**src/rtl/tone_beep_gen.sv**
```systemverilog
// Buzzer tone generator: plays note indices as a 50% square wave, with a silent gap before each new note.
// Latency: a music_tone edge sampled at edge n reaches state/beep/playing at edge n+1; no backpressure.
module tone_beep_gen #(
  parameter int CLK_FREQ = 50_000_000,
  parameter int GAP_MS   = 10
) (
  input  logic       sys_clk,
  input  logic       sys_rst_n,
  input  logic       clk_1ms,
  input  logic       beep_en,
  input  logic [7:0] music_tone,
  output logic       beep,
  output logic       playing,
  output logic       tone_err
);

  typedef enum logic [1:0] {
    IDLE = 2'd0,
    GAP  = 2'd1,
    PLAY = 2'd2
  } state_t;

  localparam logic [7:0]  TONE_STOP = 8'd22;
  localparam logic [7:0]  TONE_MAX  = 8'd21;
  localparam logic [15:0] GAP_LIM   = 16'(GAP_MS);
  localparam bit          NO_GAP    = (GAP_MS == 0);

  function automatic logic [16:0] half_period(input int freq_hz);
    return 17'(CLK_FREQ / (2 * freq_hz));
  endfunction

  // Entries beyond 21 are never selected; note_idx is forced to 0 for non-notes.
  localparam logic [16:0] HP_TAB [0:31] = '{
    17'd0,
    half_period(262),  half_period(294),  half_period(330),  half_period(349),
    half_period(392),  half_period(440),  half_period(494),
    half_period(523),  half_period(587),  half_period(659),  half_period(698),
    half_period(784),  half_period(880),  half_period(988),
    half_period(1046), half_period(1175), half_period(1318), half_period(1397),
    half_period(1568), half_period(1760), half_period(1976),
    17'd0, 17'd0, 17'd0, 17'd0, 17'd0, 17'd0, 17'd0, 17'd0, 17'd0, 17'd0
  };

  state_t      state_q, state_d;
  logic [7:0]  tone_q, tone_d;
  logic [7:0]  tone_prev_q, tone_prev_d;
  logic        en_prev_q, en_prev_d;
  logic        beep_q, beep_d;
  logic        playing_q, playing_d;
  logic        tone_err_q, tone_err_d;
  logic [16:0] cnt_q, cnt_d;
  logic [15:0] ms_cnt_q, ms_cnt_d;

  logic        change;
  logic        is_note;
  logic        is_bad;
  logic        enter_note;
  logic [4:0]  note_idx;
  logic [16:0] hp_m1;

  assign change   = (tone_q != tone_prev_q);
  assign is_note  = (tone_q != 8'd0) && (tone_q <= TONE_MAX);
  assign is_bad   = (tone_q > TONE_STOP);
  assign note_idx = is_note ? tone_q[4:0] : 5'd0;
  assign hp_m1    = HP_TAB[note_idx] - 17'd1;

  always_comb begin
    tone_d      = music_tone;
    tone_prev_d = tone_q;
    en_prev_d   = beep_en;
    state_d     = state_q;
    beep_d      = beep_q;
    cnt_d       = cnt_q;
    ms_cnt_d    = ms_cnt_q;
    enter_note  = 1'b0;

    // Priority: enable, then a tone change, then the per-state behaviour.
    if (!beep_en) begin
      state_d = IDLE;
    end else if (change && !is_note) begin
      state_d = IDLE;
    end else if (change) begin
      enter_note = 1'b1;
    end else begin
      case (state_q)
        IDLE: begin
          if (!en_prev_q && is_note) begin
            enter_note = 1'b1;
          end
        end
        GAP: begin
          if (clk_1ms) begin
            ms_cnt_d = ms_cnt_q + 16'd1;
            if (ms_cnt_d == GAP_LIM) begin
              state_d = PLAY;
              cnt_d   = 17'd0;
              beep_d  = 1'b0;
            end
          end
        end
        PLAY: begin
          if (cnt_q == hp_m1) begin
            cnt_d  = 17'd0;
            beep_d = ~beep_q;
          end else begin
            cnt_d = cnt_q + 17'd1;
          end
        end
        default: state_d = IDLE;
      endcase
    end

    if (enter_note) begin
      state_d  = NO_GAP ? PLAY : GAP;
      cnt_d    = 17'd0;
      ms_cnt_d = 16'd0;
      beep_d   = 1'b0;
    end

    if (state_d == IDLE) begin
      beep_d   = 1'b0;
      cnt_d    = 17'd0;
      ms_cnt_d = 16'd0;
    end

    playing_d  = (state_d == PLAY);
    tone_err_d = change && is_bad;
  end

  always_ff @(posedge sys_clk or negedge sys_rst_n) begin
    if (!sys_rst_n) begin
      state_q     <= IDLE;
      tone_q      <= TONE_STOP;
      tone_prev_q <= TONE_STOP;
      en_prev_q   <= 1'b0;
      beep_q      <= 1'b0;
      playing_q   <= 1'b0;
      tone_err_q  <= 1'b0;
      cnt_q       <= 17'd0;
      ms_cnt_q    <= 16'd0;
    end else begin
      state_q     <= state_d;
      tone_q      <= tone_d;
      tone_prev_q <= tone_prev_d;
      en_prev_q   <= en_prev_d;
      beep_q      <= beep_d;
      playing_q   <= playing_d;
      tone_err_q  <= tone_err_d;
      cnt_q       <= cnt_d;
      ms_cnt_q    <= ms_cnt_d;
    end
  end

  assign beep     = beep_q;
  assign playing  = playing_q;
  assign tone_err = tone_err_q;

endmodule
```
**config.mk**
```make
export PLATFORM = sky130hd
export DESIGN_NAME = tone_beep_gen
export DESIGN_NICKNAME = d
export VERILOG_FILES = /design/src/rtl/tone_beep_gen.sv
export SDC_FILE = /design/constraint.sdc
export NUM_CORES = 1
export LEC_CHECK = 0
export CAP_MARGIN = 15
export CORE_UTILIZATION = 55
export CTS_BUF_LIST = sky130_fd_sc_hd__clkbuf_4
export CTS_CLUSTER_DIAMETER = 200
export DETAILED_ROUTE_END_ITERATION = 10
export GPL_TIMING_DRIVEN = 0
export PLACE_DENSITY_LB_ADDON = 0.25
export SETUP_SLACK_MARGIN = 0.4
export SKIP_LAST_GASP = 1
export SLEW_MARGIN = 0
export SYNTH_ARGS = -nofsm -noshare
export SYNTH_HDL_FRONTEND = slang
export SYNTH_SLANG_ARGS = --single-unit
```
**constraint.sdc**
```tcl
create_clock -name sys_clk -period 9.1 [get_ports sys_clk]
set_input_delay 1.82 -clock sys_clk [delete_from_list [all_inputs] [get_ports sys_clk]]
set_output_delay 1.82 -clock sys_clk [all_outputs]
set_load 0.03 [all_outputs]
```
# --- Word level (Yosys, flattened, before mapping) ---
# Memories as Yosys holds them, arrays and structs flattened.
# Cells that the tools add are included.
word_totals:
  input_bits: 12
  memories: 1
  wordCells: 86
  output_inout_bits: 3
  ff_bits: 55
  mem_bits_ro: 544
classes:
  reduce_logical: 17
  n_eq_ne: 11
  n_mux: 40
  add_sub_neg: 3
  n_bitwise: 2
  magnitude_cmp: 3
memory_table:
  columns: ["memory", "depth", "width", "read_ports", "rd_clocked_by_memory_dff", "write_ports", "line", "rtl"]
  rows:
  - ["(name not given)", 32, 17, 1, 0, 0, "65", "assign hp_m1 = HP_TAB[note_idx] - 17'd1;"]
op_table:
  columns: ["operator", "n"]
  rows:
  - ["two-way mux 17 bit", 10]
  - ["two-way mux 16 bit", 7]
  - ["case mux 17 bit (2 select lines)", 1]
  - ["adder 17 x 1 -> 17 bit, second input constant", 1]
  - ["== test 17 bit", 1]
  - ["subtractor 17 x 1 -> 17 bit, second input constant", 1]
  - ["adder 16 x 1 -> 16 bit, second input constant", 1]
  - ["== test 16 x 4 -> 1 bit, second input constant", 1]
  - ["two-way mux 1 bit", 13]
  - ["two-way mux 2 bit", 6]
  - ["!= test 4 bit, second input constant", 3]
  - ["nonzero test 3 bit", 3]
  - ["> comparator 8 x 5 -> 1 bit, second input constant", 1]
  - ["less-or-equal comparator 8 x 5 -> 1 bit, second input constant", 1]
  - ["!= test 8 bit", 1]
  - ["nonzero test 8 bit", 1]
  - ["AND reduction 7 bit", 1]
  - ["greater-or-equal comparator 6 bit, second input constant", 1]
  - ["inverter 5 -> 6 bit", 1]
  - ["AND reduction 6 bit", 1]
  - ["two-way mux 5 bit", 1]
  - ["AND reduction 5 bit", 1]
  - ["== test 2 bit, second input constant", 2]
  - ["logical AND 1 bit", 4]
  - ["other kinds (10)", 12]

# --- Longest topological paths before layout ---
logic_depth:
  depth_word: 16
  ltp_mapped: 23
  mapped_depth_nobuf: 19

# --- Worst setup path after synthesis ---
# Ideal clock, no wire load.
synth_path:
  path_kind: "flip-flop to flip-flop"
  start: "register tone_q[5] (netlist: tone_prev_d[5])"
  end: "register beep_q (netlist: beep)"
  setup_time_ns: 0.082
  synth_period_minus_slack_ns: 4.772
  t_arrival_ns: 4.691
  slack_ns: 4.328
  n_path_buf: 3
  stages_incl_launch_ff: 20
  required_time_ns: 9.018
  path_cell_list: "dfrtp_1 > or3_1 > buf_6 > a21oi_1 > nand2_1 > ha_1 > clkbuf_1 > a21oi_1 > o21ai_0 > o31ai_1 > ha_1 > o211ai_2 > a211o_1 > or4_1 > buf_2 > o31ai_1 > o2111ai_1 > a2111o_1 > or4_1 > a31oi_1"
synth_via:
  elab_chain_cells: 12
  elab_cells_between_ends: 34
  cone_classes: "1 x add/sub; 1 x order compare; 7 x eq/ne; 14 x mux; 1 x bitwise; 9 x reduce/logical; 1 x memory"
synth_rtl:
  columns: ["element", "line", "rtl"]
  rows:
  - ["start: declaration", "45", "logic [7:0] tone_q, tone_d;"]
  - ["start signal: assignment", "143", "tone_q <= tone_d;"]
  - ["branches (longest 12 deep; another with memory (32 x 17 bit))", null, null]
  - ["end signal: assignment", "146", "beep_q <= beep_d;"]
  - ["end: declaration", "48", "logic beep_q, beep_d;"]
# Parallel ways; which one is timed is not known. The select of a mux whose other input is x is not followed.
# A chain may end at the register's enable or synchronous reset.

# --- Final worst setup path ---
layout_path:
  start: "register tone_q[5] (netlist: tone_prev_d[5])"
  end: "register cnt_q[14]"
layout_via:
  elab_chain_cells: 16
  elab_cells_between_ends: 38
  cone_classes: "1 x add/sub; 1 x order compare; 6 x eq/ne; 19 x mux; 1 x bitwise; 9 x reduce/logical; 1 x memory"
layout_rtl:
  columns: ["element", "line", "rtl"]
  rows:
  - ["less-or-equal comparator 8 x 5 -> 1 bit / nonzero test 8 bit (equally long branches)", "62", "assign is_note = (tone_q != 8'd0) && (tone_q <= TONE_MAX);"]
  - ["logical AND 1 bit", "62", null]
  - ["two-way mux 5 bit", "64", "assign note_idx = is_note ? tone_q[4:0] : 5'd0;"]
  - ["inverter 5 -> 6 bit (not written as such)", "65", null]
  - ["memory (32 x 17 bit)", null, null]
  - ["two-way mux 17 bit (not written as such) (2 in a row)", "65", null]
  - ["subtractor 17 x 1 -> 17 bit", "65", null]
  - ["== test 17 bit", "102", "if (cnt_q == hp_m1) begin"]
  - ["two-way mux 17 bit", "102", null]
  - ["case mux 17 bit (2 select lines)", "85", "case (state_q)"]
  - ["two-way mux 17 bit", "82", "end else if (change) begin"]
  - ["two-way mux 17 bit", "80", "end else if (change && !is_note) begin"]
  - ["two-way mux 17 bit", "78", "if (!beep_en) begin"]
  - ["two-way mux 17 bit", "113", "if (enter_note) begin"]
  - ["two-way mux 17 bit", "120", "if (state_d == IDLE) begin"]
  - ["end signal: assignment", "149", "cnt_q <= cnt_d;"]
  - ["end: declaration", "51", "logic [16:0] cnt_q, cnt_d;"]
# Parallel ways exist; a longest one is shown, timed or not. The select of a mux whose other input is x is not followed.

==> key figures <==
Outcome
  – Status: finished, final reports clean

Setup path
  – CP Data Required Time: 9.35 ns
  – Critical R2R Launch: tone_prev_d[5]$_DFF_PN0_
  – R2R cell count: 20
  – Critical Path Sink Type: register
  – Arr. time, crit path: 6.08 ns
  – WS Path Type: reg -> reg
  – Crit-path max FO: 10
  – R2r setup slk: 3.26 ns
  – Crit path launch type: register
  – Reg2reg end: cnt_q[14]$_DFFE_PN0P_

Power and ir drop
  – Leakage: 0.00194 uW
  – Max rail drop VDD: 0.0793 mV
  – Power Dens Cells: 91.9 mW/mm^2

Cells and area
  – Area grow syn2layout: 7.51%
  – Most frequent cells in the layout: 49 x dfrtp_1, 47 x nor2_1, 41 x nand2_1
  – Most common cell after layout, fill and taps aside: dfrtp_1
  – NumNets Final: 603
  – Area of the multi-input gates: 0.00298 sq mm
  – FF+latch area: 0.00138 sq mm
  – Fraction of layout cells with a size suffix above 1: 0.113
  – Fillcell total: 725
  – Ant. Diodes: 0

Placed design
  – I/O Buffers: 14
  – RePlAce Congestion: 0.969
  – Place WS: 3.39 ns
  – Final HPWL DP: 9550 um

STA
  – Setup ws final: 3.26 ns
  – Slew margin rel.: 0.418
  – # setup viols final: 0
  – Hold slack: 0.378 ns
  – Min Tclk post-route: 5.84 ns
  – Setup TNS: 0 ns
  – Max-slew violation count: 0
  – Final Cycle Share: 0.641
  – Clock skew: 0.0159 ns
  – Max Fclk: 171 MHz
  – Slew @ Worst Pin: 0.869 ns
  – Final hold violations: 0
  – RSZ-0062 raised after global routing: false

CTS
  – CTS Root Cell: clkbuf_4
  – TritonCTS buffer count: 5
  – CTS Sinks: 55
  – Post-CTS Setup Bufs: 0
  – Clock buffer depth: 2
  – Clock Latency Late Sink: 0.37 ns
  – Hold Buf Count CTS: 0
  – H-tree depth: 2
  – Clock transition at path regs: 0.15 ns
  – CTS tree: done
  – Post-CTS Resized: 0

Min path
  – Worst Hold Depth: 0
  – Hold path startpoint: tone_prev_d[4]$_DFF_PN1_
  – Hold WC Path Type: reg -> reg
  – Hold path endpoint: tone_prev_q[4]$_DFF_PN1_

Synth
  – Synth warnings: 0
  – Count of cell types in the netlist: 82
  – Sequential cell area fraction in the yosys report: 0.295
  – FFs w/ async S/R, synth: 1.00
  – Synthesized area: 0.00468 sq mm
  – Predominant post-synthesis flop cell: dfrtp_1
  – Number of synthesized flops with an enable pin: 0
  – Syn_nets: 581
  – Avg Cell Area, Syn: 8.47 sq um
  – Register bit total from synthesis: 55
  – Post-Syn Instances: 553

Routing
  – Drt drc: 0
  – Pre-Repair DR Iteration Count: 5
  – Antenna-violating nets left: 0
  – Drt via density: 6.41
  – Iter 0 DRT Violations: 417
  – Final wirelength: 12500 um
  – Drt wl/cell: 18.4 um
  – Vias: 4364

Global routing
  – Total GRT Usage: 0.304
  – Initial antenna violation count: 0
  – Largest net degree at the start of global routing: 32
  – First-pass GRT wire length: 21000 um
  – Grt total ovfl: 0
  – Vias in the first global route: 4114

Floorplan
  – Die Span X: 94.3 um
  – IO Pins: 15
  – Die height: 94.3 um
  – Core Rows: 33
  – Initial Util: 0.570
  – Core area: 0.00822 sq mm
  – DIE AREA: 0.00889 sq mm

Flow run
  – Maxcap violations: 0
[flip-flops by register name, summed over array words and instances (netlist names)]
name / flops
ms_cnt_q: 16
playing: 1
tone_err: 1
state_q: 2
cnt_q: 17
en_prev_q: 1
beep: 1
tone_prev_d: 8
tone_prev_q: 8
[cells in the mapped netlist (all sizes together) (4+ instances only)]
library cell  instances  area (sq um)
nor3                 17          90.1
a211o                 6          52.6
a21oi                33           165
o2111ai               7          61.3
a211oi                7          52.6
a31oi                 7          43.8
a21o                  4          32.5
or2                   6          37.5
xnor2                33           289
o31ai                 6          45.0
and3b                 4          35.0
nor3b                 5          37.5
nand2b                8          50.1
nor2                 47           176
o21ai                24           120
or3                   7          43.8
nor2b                 7          43.8
dfstp                 6           158
inv                  20          75.1
nand4                12          75.1
o311ai                4          60.1
and2                  6          38.8
and3                  9          56.3
nor4                  7          58.8
xor2                 21           184
clkbuf               24           140
ha                   16           200
o211ai               13           108
buf                  16           100
dfrtp                49          1230
nand2                41           154
nand3                20           100
mux2i                 6          60.1
[critical path, stage by stage (launching register included)]
cell	delay (ns)
dfrtp_1	0.46
or3_1	0.40
buf_6	0.15
a21oi_1	0.43
nand2_1	0.26
ha_1	0.39
clkbuf_1	0.26
a21oi_1	0.25
o21ai_0	0.11
o31ai_1	0.12
ha_1	0.28
o211ai_2	0.13
a211o_1	0.30
or4_1	0.38
buf_2	0.17
o31ai_1	0.25
o2111ai_1	0.16
a2111o_1	0.51
o211ai_2	0.31
buf_2	0.28
a21oi_1	0.11
[area by class of cell]
| cell class | count | share of cell area |
|---|---|---|
| buffer | 40 | 0.0477 |
| inverter | 20 | 0.0149 |
| sequential | 55 | 0.275 |
| clock inverter | 2 | 0.00249 |
| tap | 105 | 0.0261 |
| timing repair buffer | 15 | 0.0323 |
| clock buffer | 6 | 0.00895 |
| multi-input combinational | 438 | 0.593 |
[power by group]
part           switching [uW]  total [uW]  internal, uW
logic                    62.1         103          41.4
registers                3.27         253           250
clock network            72.9         106          33.2
total                     138         462           324
[routing by layer]
layer | global-route usage | vias up | part of all wire
met2 | 0.482 | 167 | 0.47
li1 | - | 2055 | -
met5 | 0 | - | 0
met1 | 0.423 | 2117 | 0.44
met3 | 0.0356 | 25 | 0.059
met4 | 0.109 | 0 | 0.022
[how the worst max path moves through the flow]
stage	from	to	slack (ns)	depth (start not counted)
after floorplan	tone_prev_d[5]$_DFF_PN0_	beep$_DFFE_PN0P_	4.33	19
after global placement	tone_prev_d[5]$_DFF_PN0_	cnt_q[5]$_DFFE_PN0P_	3.44	20
after detailed placement	tone_prev_d[5]$_DFF_PN0_	cnt_q[14]$_DFFE_PN0P_	3.39	20
after CTS	tone_prev_d[5]$_DFF_PN0_	cnt_q[14]$_DFFE_PN0P_	3.35	20
after global routing	tone_prev_d[6]$_DFF_PN0_	cnt_q[10]$_DFFE_PN0P_	2.87	20
final	tone_prev_d[5]$_DFF_PN0_	cnt_q[14]$_DFFE_PN0P_	3.26	20
[stage by stage]
stage | total power, uW | cell area [sq um] | utilization | cells
after floorplan | 327 | 4680 | - | 553
after global placement | 355 | 4950 | 0.603 | 672
after detailed placement | 358 | 4980 | 0.606 | 673
after CTS | 466 | 5030 | 0.613 | 681
after global routing | 487 | 5030 | 0.613 | 681
final | 462 | 5030 | 0.613 | 681
[kinds of logic (layout without fill, tap and decap cells)]
kind of cell / after synthesis / after routing / synth area share
xor gates and xnor gates: 54 / 54 / 0.101
AOI/OAI and AO/OA: 151 / 151 / 0.240
muxes: 6 / 6 / 0.0128
and+or+nand+nor: 211 / 211 / 0.240
adders and majority gates: 16 / 16 / 0.0427
DFF: 55 / 55 / 0.295
buffers and inverters: 60 / 83 / 0.0673
(Power assumes the default switching activity.)
